<file path="config.mk">
export PLATFORM = sky130hd
export DESIGN_NAME = mem_port_arbiter
export DESIGN_NICKNAME = d
export VERILOG_FILES = /design/src/rtl/mips_pkg.sv /design/src/rtl/mem_lat_counter.sv /design/src/rtl/mem_port_arbiter.sv
export SDC_FILE = /design/constraint.sdc
export NUM_CORES = 1
export LEC_CHECK = 0
export CORE_ASPECT_RATIO = 0.75
export CORE_MARGIN = 2
export CORE_UTILIZATION = 43
export CTS_CLUSTER_SIZE = 25
export DETAILED_ROUTE_END_ITERATION = 10
export GPL_ROUTABILITY_DRIVEN = 0
export GPL_TIMING_DRIVEN = 0
export HOLD_SLACK_MARGIN = 0.02
export PLACE_DENSITY = 0.89
export SLEW_MARGIN = 10
export SYNTH_ARGS = -nofsm -noshare
export SYNTH_HDL_FRONTEND = slang
export SYNTH_SLANG_ARGS = --single-unit
</file>
<file path="constraint.sdc">
create_clock -name clk -period 2.7 [get_ports clk]
set_input_delay 0.405 -clock clk [delete_from_list [all_inputs] [get_ports clk]]
set_output_delay 0.405 -clock clk [all_outputs]
set_load 0.02 [all_outputs]
</file>
<file path="src/rtl/mips_pkg.sv">
// Shared types for the memory-port arbiter: FSM state and grant owner.
package mips_pkg;

    typedef enum logic [1:0] {
        IDLE    = 2'd0,
        IF_BUSY = 2'd1,
        LS_BUSY = 2'd2
    } arb_state_t;

    typedef enum logic {
        GNT_IF = 1'b0,
        GNT_LS = 1'b1
    } grant_t;

    // Latency counter width; covers MEM_LATENCY up to 15.
    localparam int CNT_W = 4;

endpackage

</file>
<file path="src/rtl/mem_lat_counter.sv">
// Access latency counter: cleared on load, counts while enabled, flags the
// final cycle of an access (count == MEM_LATENCY-1).
module mem_lat_counter
    import mips_pkg::*;
#(
    parameter int MEM_LATENCY = 4
) (
    input  logic clk,
    input  logic rst_b,
    input  logic load_i,
    input  logic en_i,
    output logic tc_o
);

    logic [CNT_W-1:0] cnt_q;

    // Clear on reset or load, otherwise advance once per enabled cycle.
    always_ff @(posedge clk) begin
        if (!rst_b) begin
            cnt_q <= '0;
        end else if (load_i) begin
            cnt_q <= '0;
        end else if (en_i) begin
            cnt_q <= cnt_q + 1'b1;
        end
    end

    assign tc_o = (cnt_q == CNT_W'(MEM_LATENCY - 1));

endmodule

</file>
<file path="src/rtl/mem_port_arbiter.sv">
// Arbitrates a single memory port between instruction fetch and load/store.
// Each access occupies the port for MEM_LATENCY cycles; the owner's ready
// pulses one cycle after the access ends.
// Optional feature: define MEM_ARB_RR_EN for round-robin contention
// resolution; otherwise load/store has fixed priority.
module mem_port_arbiter
    import mips_pkg::*;
#(
    parameter int XLEN        = 32,
    parameter int MEM_LATENCY = 4
) (
    input  logic            clk,
    input  logic            rst_b,
    input  logic            halted,
    input  logic            if_req,
    input  logic [XLEN-1:0] if_addr,
    output logic            if_ready,
    output logic [XLEN-1:0] if_rdata,
    input  logic            ls_req,
    input  logic            ls_we,
    input  logic [XLEN-1:0] ls_addr,
    input  logic [XLEN-1:0] ls_wdata,
    output logic            ls_ready,
    output logic [XLEN-1:0] ls_rdata,
    output logic [XLEN-1:0] mem_addr,
    output logic [7:0]      mem_data_in  [4],
    input  logic [7:0]      mem_data_out [4],
    output logic            mem_write_en
);

    arb_state_t      state_q;
    logic [XLEN-1:0] addr_q;
    logic [XLEN-1:0] wdata_q;
    logic            we_q;
    logic            if_ready_q;
    logic            ls_ready_q;
    logic [XLEN-1:0] if_rdata_q;
    logic [XLEN-1:0] ls_rdata_q;
`ifdef MEM_ARB_RR_EN
    grant_t          last_grant_q;
`endif

    logic            if_vld;
    logic            ls_vld;
    logic            accept;
    logic            busy;
    logic            tc;
    grant_t          grant_d;
    logic [31:0]     rd_word;
    logic [31:0]     wd_word;

    // A requester whose ready is pulsing this cycle is still finishing the
    // previous access, so it is not a new request yet.
    assign if_vld  = if_req && !if_ready_q;
    assign ls_vld  = ls_req && !ls_ready_q;
    assign accept  = (state_q == IDLE) && !halted && (if_vld || ls_vld);
    assign busy    = (state_q != IDLE);
    assign rd_word = {mem_data_out[0], mem_data_out[1], mem_data_out[2], mem_data_out[3]};
    assign wd_word = wdata_q[31:0];

    // Pick the owner of the next access among valid requesters.
    always_comb begin
        grant_d = GNT_IF;
`ifdef MEM_ARB_RR_EN
        if (if_vld && ls_vld) begin
            grant_d = (last_grant_q == GNT_LS) ? GNT_IF : GNT_LS;
        end else if (ls_vld) begin
            grant_d = GNT_LS;
        end
`else
        if (ls_vld) begin
            grant_d = GNT_LS;
        end
`endif
    end

    mem_lat_counter #(
        .MEM_LATENCY(MEM_LATENCY)
    ) u_lat (
        .clk   (clk),
        .rst_b (rst_b),
        .load_i(accept),
        .en_i  (busy),
        .tc_o  (tc)
    );

    // Arbitration FSM: latch the granted request, wait out the latency,
    // then capture read data and pulse the owner's ready.
    always_ff @(posedge clk) begin
        if (!rst_b) begin
            state_q      <= IDLE;
            addr_q       <= '0;
            wdata_q      <= '0;
            we_q         <= 1'b0;
            if_ready_q   <= 1'b0;
            ls_ready_q   <= 1'b0;
            if_rdata_q   <= '0;
            ls_rdata_q   <= '0;
`ifdef MEM_ARB_RR_EN
            last_grant_q <= GNT_IF;
`endif
        end else begin
            if_ready_q <= 1'b0;
            ls_ready_q <= 1'b0;
            case (state_q)
                IDLE: begin
                    if (accept) begin
                        if (grant_d == GNT_LS) begin
                            addr_q  <= ls_addr;
                            wdata_q <= ls_wdata;
                            we_q    <= ls_we;
                            state_q <= LS_BUSY;
                        end else begin
                            addr_q  <= if_addr;
                            wdata_q <= '0;
                            we_q    <= 1'b0;
                            state_q <= IF_BUSY;
                        end
`ifdef MEM_ARB_RR_EN
                        last_grant_q <= grant_d;
`endif
                    end
                end
                IF_BUSY: begin
                    if (tc) begin
                        if_rdata_q <= XLEN'(rd_word);
                        if_ready_q <= 1'b1;
                        state_q    <= IDLE;
                    end
                end
                LS_BUSY: begin
                    if (tc) begin
                        if (!we_q) begin
                            ls_rdata_q <= XLEN'(rd_word);
                        end
                        ls_ready_q <= 1'b1;
                        state_q    <= IDLE;
                    end
                end
                default: state_q <= IDLE;
            endcase
        end
    end

    // Store bytes go out most-significant first.
    always_comb begin
        for (int i = 0; i < 4; i++) begin
            mem_data_in[i] = wd_word[31-8*i -: 8];
        end
    end

    assign mem_write_en = (state_q == LS_BUSY) && tc && we_q;
    assign mem_addr     = addr_q;
    assign if_ready     = if_ready_q;
    assign ls_ready     = ls_ready_q;
    assign if_rdata     = if_rdata_q;
    assign ls_rdata     = ls_rdata_q;

endmodule

</file>
==> run_results.csv, run 1 <==
group,metric,value,unit
synth,yosys_most_used_dff,"dfxtp_1",
cts,worstSkewPairLatency,400,ps
cts,cts_tree,"built",
status,status,"complete, no violations",
power,vdd_drop_max,0.000412,V
cts,htreeDepth,4,
layout,n_antenna_cell,0,
global_routing,antenna_found_initial,0,
cts,cts_buffers,17,
power,switchingPower,0.00125,W
route,first_pass_iters,4,
route,drcViolationCount,0,
critical_path,crit_arrival,2170,ps
global_routing,grt_max_degree,17,
layout,nNetsFinal,964,
sta,final.period_utilization,95.5,%
synth,syn_area_per_cell,9.72,µm²
power,power,0.00504,W
sta,finalCriticalPeriod,2580,ps
route,via_per_inst,5.02,
flow_run,maxCapViolCount,0,
power,switching_share,24.7,%
critical_path,r2r_setup_slack,720,ps
synth,syn_inst,543,
sta,worst_slew_pin_slew,499,ps
sta,slew_headroom,66.8,%
synth,ys.warnings.count,0,
critical_path,end_kind,"output port",
synth,synth_area,5280,µm²
route,drt_iter0_markers,120,
synth,synth.area.top_cells,"dfxtp_1, nand2_1, mux2i_1",
synth,seq_area_frac_synth,51.9,%
synth,synth_nets,681,
critical_path,cp-start-kind,"flop",
cts,cts_buffer_depth,2,
sta,rsz0062_at_grt,"false",
synth,synth_top_area_share,51.9,%
synth,synth_edf_count,0,
die,pin_count,265,
synth,synth.most_common_cell,"nand2_1",
route,vias,5036,
power,power_frac_comb,15.3,%
global_routing,gr-total-overflow,0,
synth,synth-seq-cells,137,
die,coreArea,12100,µm²
sta,slew_violations,0,
placed_design,dp_hpwl,12900,µm
cts,root_buffer,"clkbuf_16",
layout,syn_to_final_growth,64.1,%
power,p_clk_share,42.0,%
layout,fill_cells,910,
cts,cts_resized,0,
power,total_leakage_power,3.55,nW
global_routing,track_usage,24.4,%
route,drt-total-wl,16400,µm
cts,postCtsSetupRepairBufs,0,
route,drtAntennaViolNets,0,
sta,setup_viol,0,
sta,max_freq,388,MHz
sta,hold_viol,0,
power,power_density,582,nW/µm²
min_path,min_path_type,"flop to flop",
die,die_x,132,µm
cts,cts_hold_buf,0,
critical_path,path_max_fanout,8,
die,start_util,43.5,%
critical_path,path_class,"flop to output port",
cts,clkTransAtPathRegs,50,ps
synth,ys_top_cells_by_count,"nand2_1, dfxtp_1, a21boi_0, a22o_1, mux2i_1",
sta,finalSetupTns,0,ps
synth,synth_cell_types,32,
power,pwr-share-seq,42.8,%
layout,multi_input_area,2300,µm²
die,design.die.area,13200,µm²
cts,cts.sinks,137,
sta,finClkSkew,10.7,ps
critical_path,cp.required,2300,ps
synth,async_flop_share,0,%
global_routing,grt_pass1_vias,5207,
synth,netlist.top_cell.by_area,"dfxtp_1",
route,routedWlPerCell,16.3,µm
die,die_height,100,µm
layout,layout-drive-gt1-share,6.56,%
die,num_rows,35,
placed_design,portBuffers,264,
global_routing,grt_pass1_wl,25800,µm
power,internal_power,0.00379,W
layout,seq_area,2740,µm²
[sequential cells by signal, indices dropped and copies added (netlist names)]
| signal | cells |
|---|---|
| if_rdata | 32 |
| ls_rdata | 32 |
| state_q | 2 |
| u_lat.cnt_q | 4 |
| ls_ready | 1 |
| if_ready | 1 |
| mem_data_in | 32 |
| we_q | 1 |
| mem_addr | 32 |
[cells by family after synthesis]
group / count (synthesis) / synth area share, %
flops: 137 / 51.9
buf+inv: 46 / 4.55
xor+xnor: 3 / 0.498
compound gates: 133 / 21.4
simple gates: 187 / 14.5
fa+ha+maj: 4 / 0.948
mux: 33 / 6.26
[metrics by stage]
step | area (µm²) | hold WS, ps | worst slack [ps] | utilization (%) | cells
floorplan | 5280 | 470 | 1010 | - | 543
global placement | 8130 | 445 | 557 | 67.0 | 973
detailed placement | 8130 | 448 | 469 | 67.0 | 973
CTS | 8670 | 456 | 104 | 71.4 | 1004
global route | 8670 | 475 | 12.6 | 71.4 | 1004
finish | 8670 | 456 | 122 | 71.4 | 1004
[per-layer routing]
metal | share of wire [%] | track usage, % | vias up
met5 | 0 | 0 | -
met4 | 2.2 | 9.45 | 0
met3 | 6.9 | 6.82 | 33
met2 | 50 | 43.8 | 192
met1 | 41 | 27.8 | 2384
li1 | - | - | 2427
[power groups by stage]
stage	logic (W)	clock network, W	registers, W
2_1_floorplan	0.000238	0	0.00229
4_1_cts	0.000772	0.00214	0.00216
5_1_grt	0.000816	0.00223	0.00216
3_3_place_gp	0.000742	0	0.00219
6_report	0.000769	0.00211	0.00216
3_5_place_dp	0.000768	0	0.00220
[cell type report]
class,count,area share (%)
flip-flops and latches,137,31.6
repair buffers,264,30.5
multi-input cells,360,26.5
clock buffers,18,4.95
plain buffers,44,2.69
well taps,166,2.40
clock inverters,13,1.23
inverters,2,0.0866
[final timing paths]
kind / start / to / depth (start not counted)
min: ls_rdata[2] / ls_rdata[2] / 2
min reg2reg: ls_rdata[2] / ls_rdata[2] / 2
max: u_lat.cnt_q[1] / mem_write_en / 4
max reg2reg: state_q[0] / mem_addr[25] / 8
[critical path, stage by stage, from the launching register on]
cell             delay, ps
dfxtp_1                370
ha_1                   180
nor3b_2                400
and3_1                 210
clkdlybuf4s50_1        620
[layout by cell type, fill, tap and decap left out, types with 2 or more instances in the layout]
master             n
buf_2             12
o211a_1           32
nand2b_1           3
clkinv_4           2
clkbuf_1          22
clkinvlp_4         2
clkbuf_16         17
nand2_1          163
a22o_1            33
buf_6              3
nor2b_1            3
dfxtp_1          137
a21boi_0          41
clkinv_2           7
ha_1               4
inv_1              2
nor2_1             6
buf_4              8
and3_1             3
a21boi_1          23
clkdlybuf4s50_1  264
xor2_1             2
mux2i_1           33
Note: power is estimated with default switching activity, not from simulation.
==> run 2: changes to the inputs <==
- CORE_UTILIZATION: 43 -> 45
- CTS_BUF_LIST: unset -> sky130_fd_sc_hd__clkbuf_8
- PLACE_DENSITY: 0.89 -> 0.93
==> run 2 against run 1 <==
Die area decreased by 4.3%; clock power decreased by 18%; non-clock buffer count unchanged; routed wire length decreased by 1.2%; worst setup slack improved by 39 ps; final area decreased by 1.4%; sequential cell count unchanged; sequential power about the same; global-route usage increased by 1.1 points.
==> run_results.csv, run 2 (synthesized netlist as in run 1, its figures left out) <==
group,metric,value,unit
status,status,"complete, no violations",
placed_design,place_inst,969,
sta,timing.hold.ws,455,ps
cts,cts_buffer_depth,2,
global_routing,grt_max_degree,17,
cts,cts.sinks,137,
critical_path,r2r_cells,8,
die,die_height,97.8,µm
global_routing,antenna_found_initial,0,
flow_run,maxCapViolCount,0,
die,start_util,45.8,%
sta,max_freq,394,MHz
sta,setup_viol,0,
global_routing,grt_pass1_wl,25400,µm
sta,rsz0062_at_grt,"false",
route,via_per_inst,5.07,
layout,final_cells,1001,
placed_design,dp_hpwl,12500,µm
critical_path,path_buf_inv,1,
min_path,hold_path_depth,2,
cts,htreeDepth,4,
route,drt-total-wl,16200,µm
die,num_rows,34,
layout,final_cell_mix,"clkdlybuf4s50_1, nand2_1, dfxtp_1",
cts,clkTransAtPathRegs,80,ps
layout,final_common_cell,"clkdlybuf4s50_1",
cts,cts_tree,"built",
global_routing,grt_pass1_vias,5107,
critical_path,critPathSlowestCell,"clkdlybuf4s50_1",
critical_path,crit_chain,"ha_1 -> nor3b_4 -> and3_1 -> clkdlybuf4s50_1",
global_routing,use_met2,44.4,%
sta,finalSetupTns,0,ps
power,power_density,545,nW/µm²
layout,layout-drive-gt1-share,6.67,%
critical_path,crit_arrival,2130,ps
layout,syn_to_final_growth,61.8,%
route,routedWlPerCell,16.2,µm
die,pin_count,265,
critical_path,end_kind,"output port",
critical_path,cp-start-kind,"flop",
sta,hold_viol,0,
sta,finClkSkew,15.4,ps
global_routing,globalRouteMet1Util,29.2,%
die,design.die.area,12600,µm²
power,total_leakage_power,3.49,nW
global_routing,track_usage,25.5,%
critical_path,cpLargestDelayFamily,"buffers and inverters",
global_routing,grtUsageMet3,8.27,%
die,coreArea,11500,µm²
sta,worst_slew_pin_slew,549,ps
sta,finalCriticalPeriod,2540,ps
critical_path,path_max_fanout,8,
cts,worstSkewPairLatency,430,ps
cts,root_buffer,"clkbuf_8",
sta,slew_violations,0,
critical_path,path_class,"flop to output port",
cts,cts_buffers,17,
critical_path,cp.required,2300,ps
global_routing,gr-total-overflow,0,
route,drt_iter0_markers,253,
global_routing,top_usage_layer,"met2",
placed_design,portBuffers,264,
critical_path,worst-path-stages,4,
route,vias,5075,
layout,nNetsFinal,964,
die,die_x,129,µm
cts,cts_hold_buf,0,
sta,slew_headroom,63.4,%
power,vdd_drop_max,0.000394,V
route,drcViolationCount,0,
sta,final.period_utilization,94.0,%
layout,fill_cells,771,
min_path,min_path_type,"flop to flop",
route,drtAntennaViolNets,0,
layout,n_antenna_cell,0,
route,first_pass_iters,5,
critical_path,critPathMaxStageDelay,640,ps
run 2: power by group:
part	internal [W]	switching, W	total (W)
Combinational	0.000430	0.000330	0.000761
Clock	0.000916	0.000824	0.00174
Sequential	0.00210	0.0000471	0.00215
run 2: repair_timing:
| item | in CTS | in global routing |
|---|---|---|
| gates resized for setup | 0 | 1 |
| buffers inserted | 0 | 0 |
| setup endpoints to repair | 0 | 1 |
run 2: final timing paths:
kind	to	slack, ps	from
worst min-delay path	if_rdata[10]	460	if_rdata[10]
worst max register to register	mem_data_in[28]	630	state_q[0]
worst min register to register	if_rdata[10]	460	if_rdata[10]
worst max-delay path	mem_write_en	160	u_lat.cnt_q[0]
run 2: final cells by class:
| cell class | instances | area, µm² | share of cell area (%) |
|---|---|---|---|
| flip-flops and latches | 137 | 2740 | 32.1 |
| repair buffers | 264 | 2640 | 30.9 |
| multi-input cells | 360 | 2300 | 27.0 |
| clock buffers | 17 | 234 | 2.74 |
| plain buffers | 44 | 233 | 2.72 |
| well taps | 162 | 203 | 2.37 |
| clock inverters | 15 | 175 | 2.05 |
| inverters | 2 | 7.51 | 0.0879 |
run 2: through the flow:
step | instance area (µm²) | total power [W] | worst slack (ps) | utilization (%)
6_report | 8540 | 0.00465 | 161 | 74.1
5_1_grt | 8540 | 0.00483 | 44.4 | 74.1
4_1_cts | 8530 | 0.00468 | 92.7 | 74.0
3_5_place_dp | 8130 | 0.00296 | 427 | 70.5
3_3_place_gp | 8130 | 0.00293 | 464 | 70.5
2_1_floorplan | 5280 | 0.00253 | 1010 | -
run 2: worst register-to-register path: cells and delay by family, from the launching register on:
family	cells	cell delay, ps
DFF	1	340
buffers and inverters	3	660
and+or+nand+nor	3	680
adders and majority gates	1	140
AOI/OAI and AO/OA	1	200
run 2: layer usage:
layer  vias up  part of all wire (%)
met4         0                   2.1
met1      2413                    40
li1       2423                     -
met3        30                   7.6
met5         -                     0
met2       209                    50
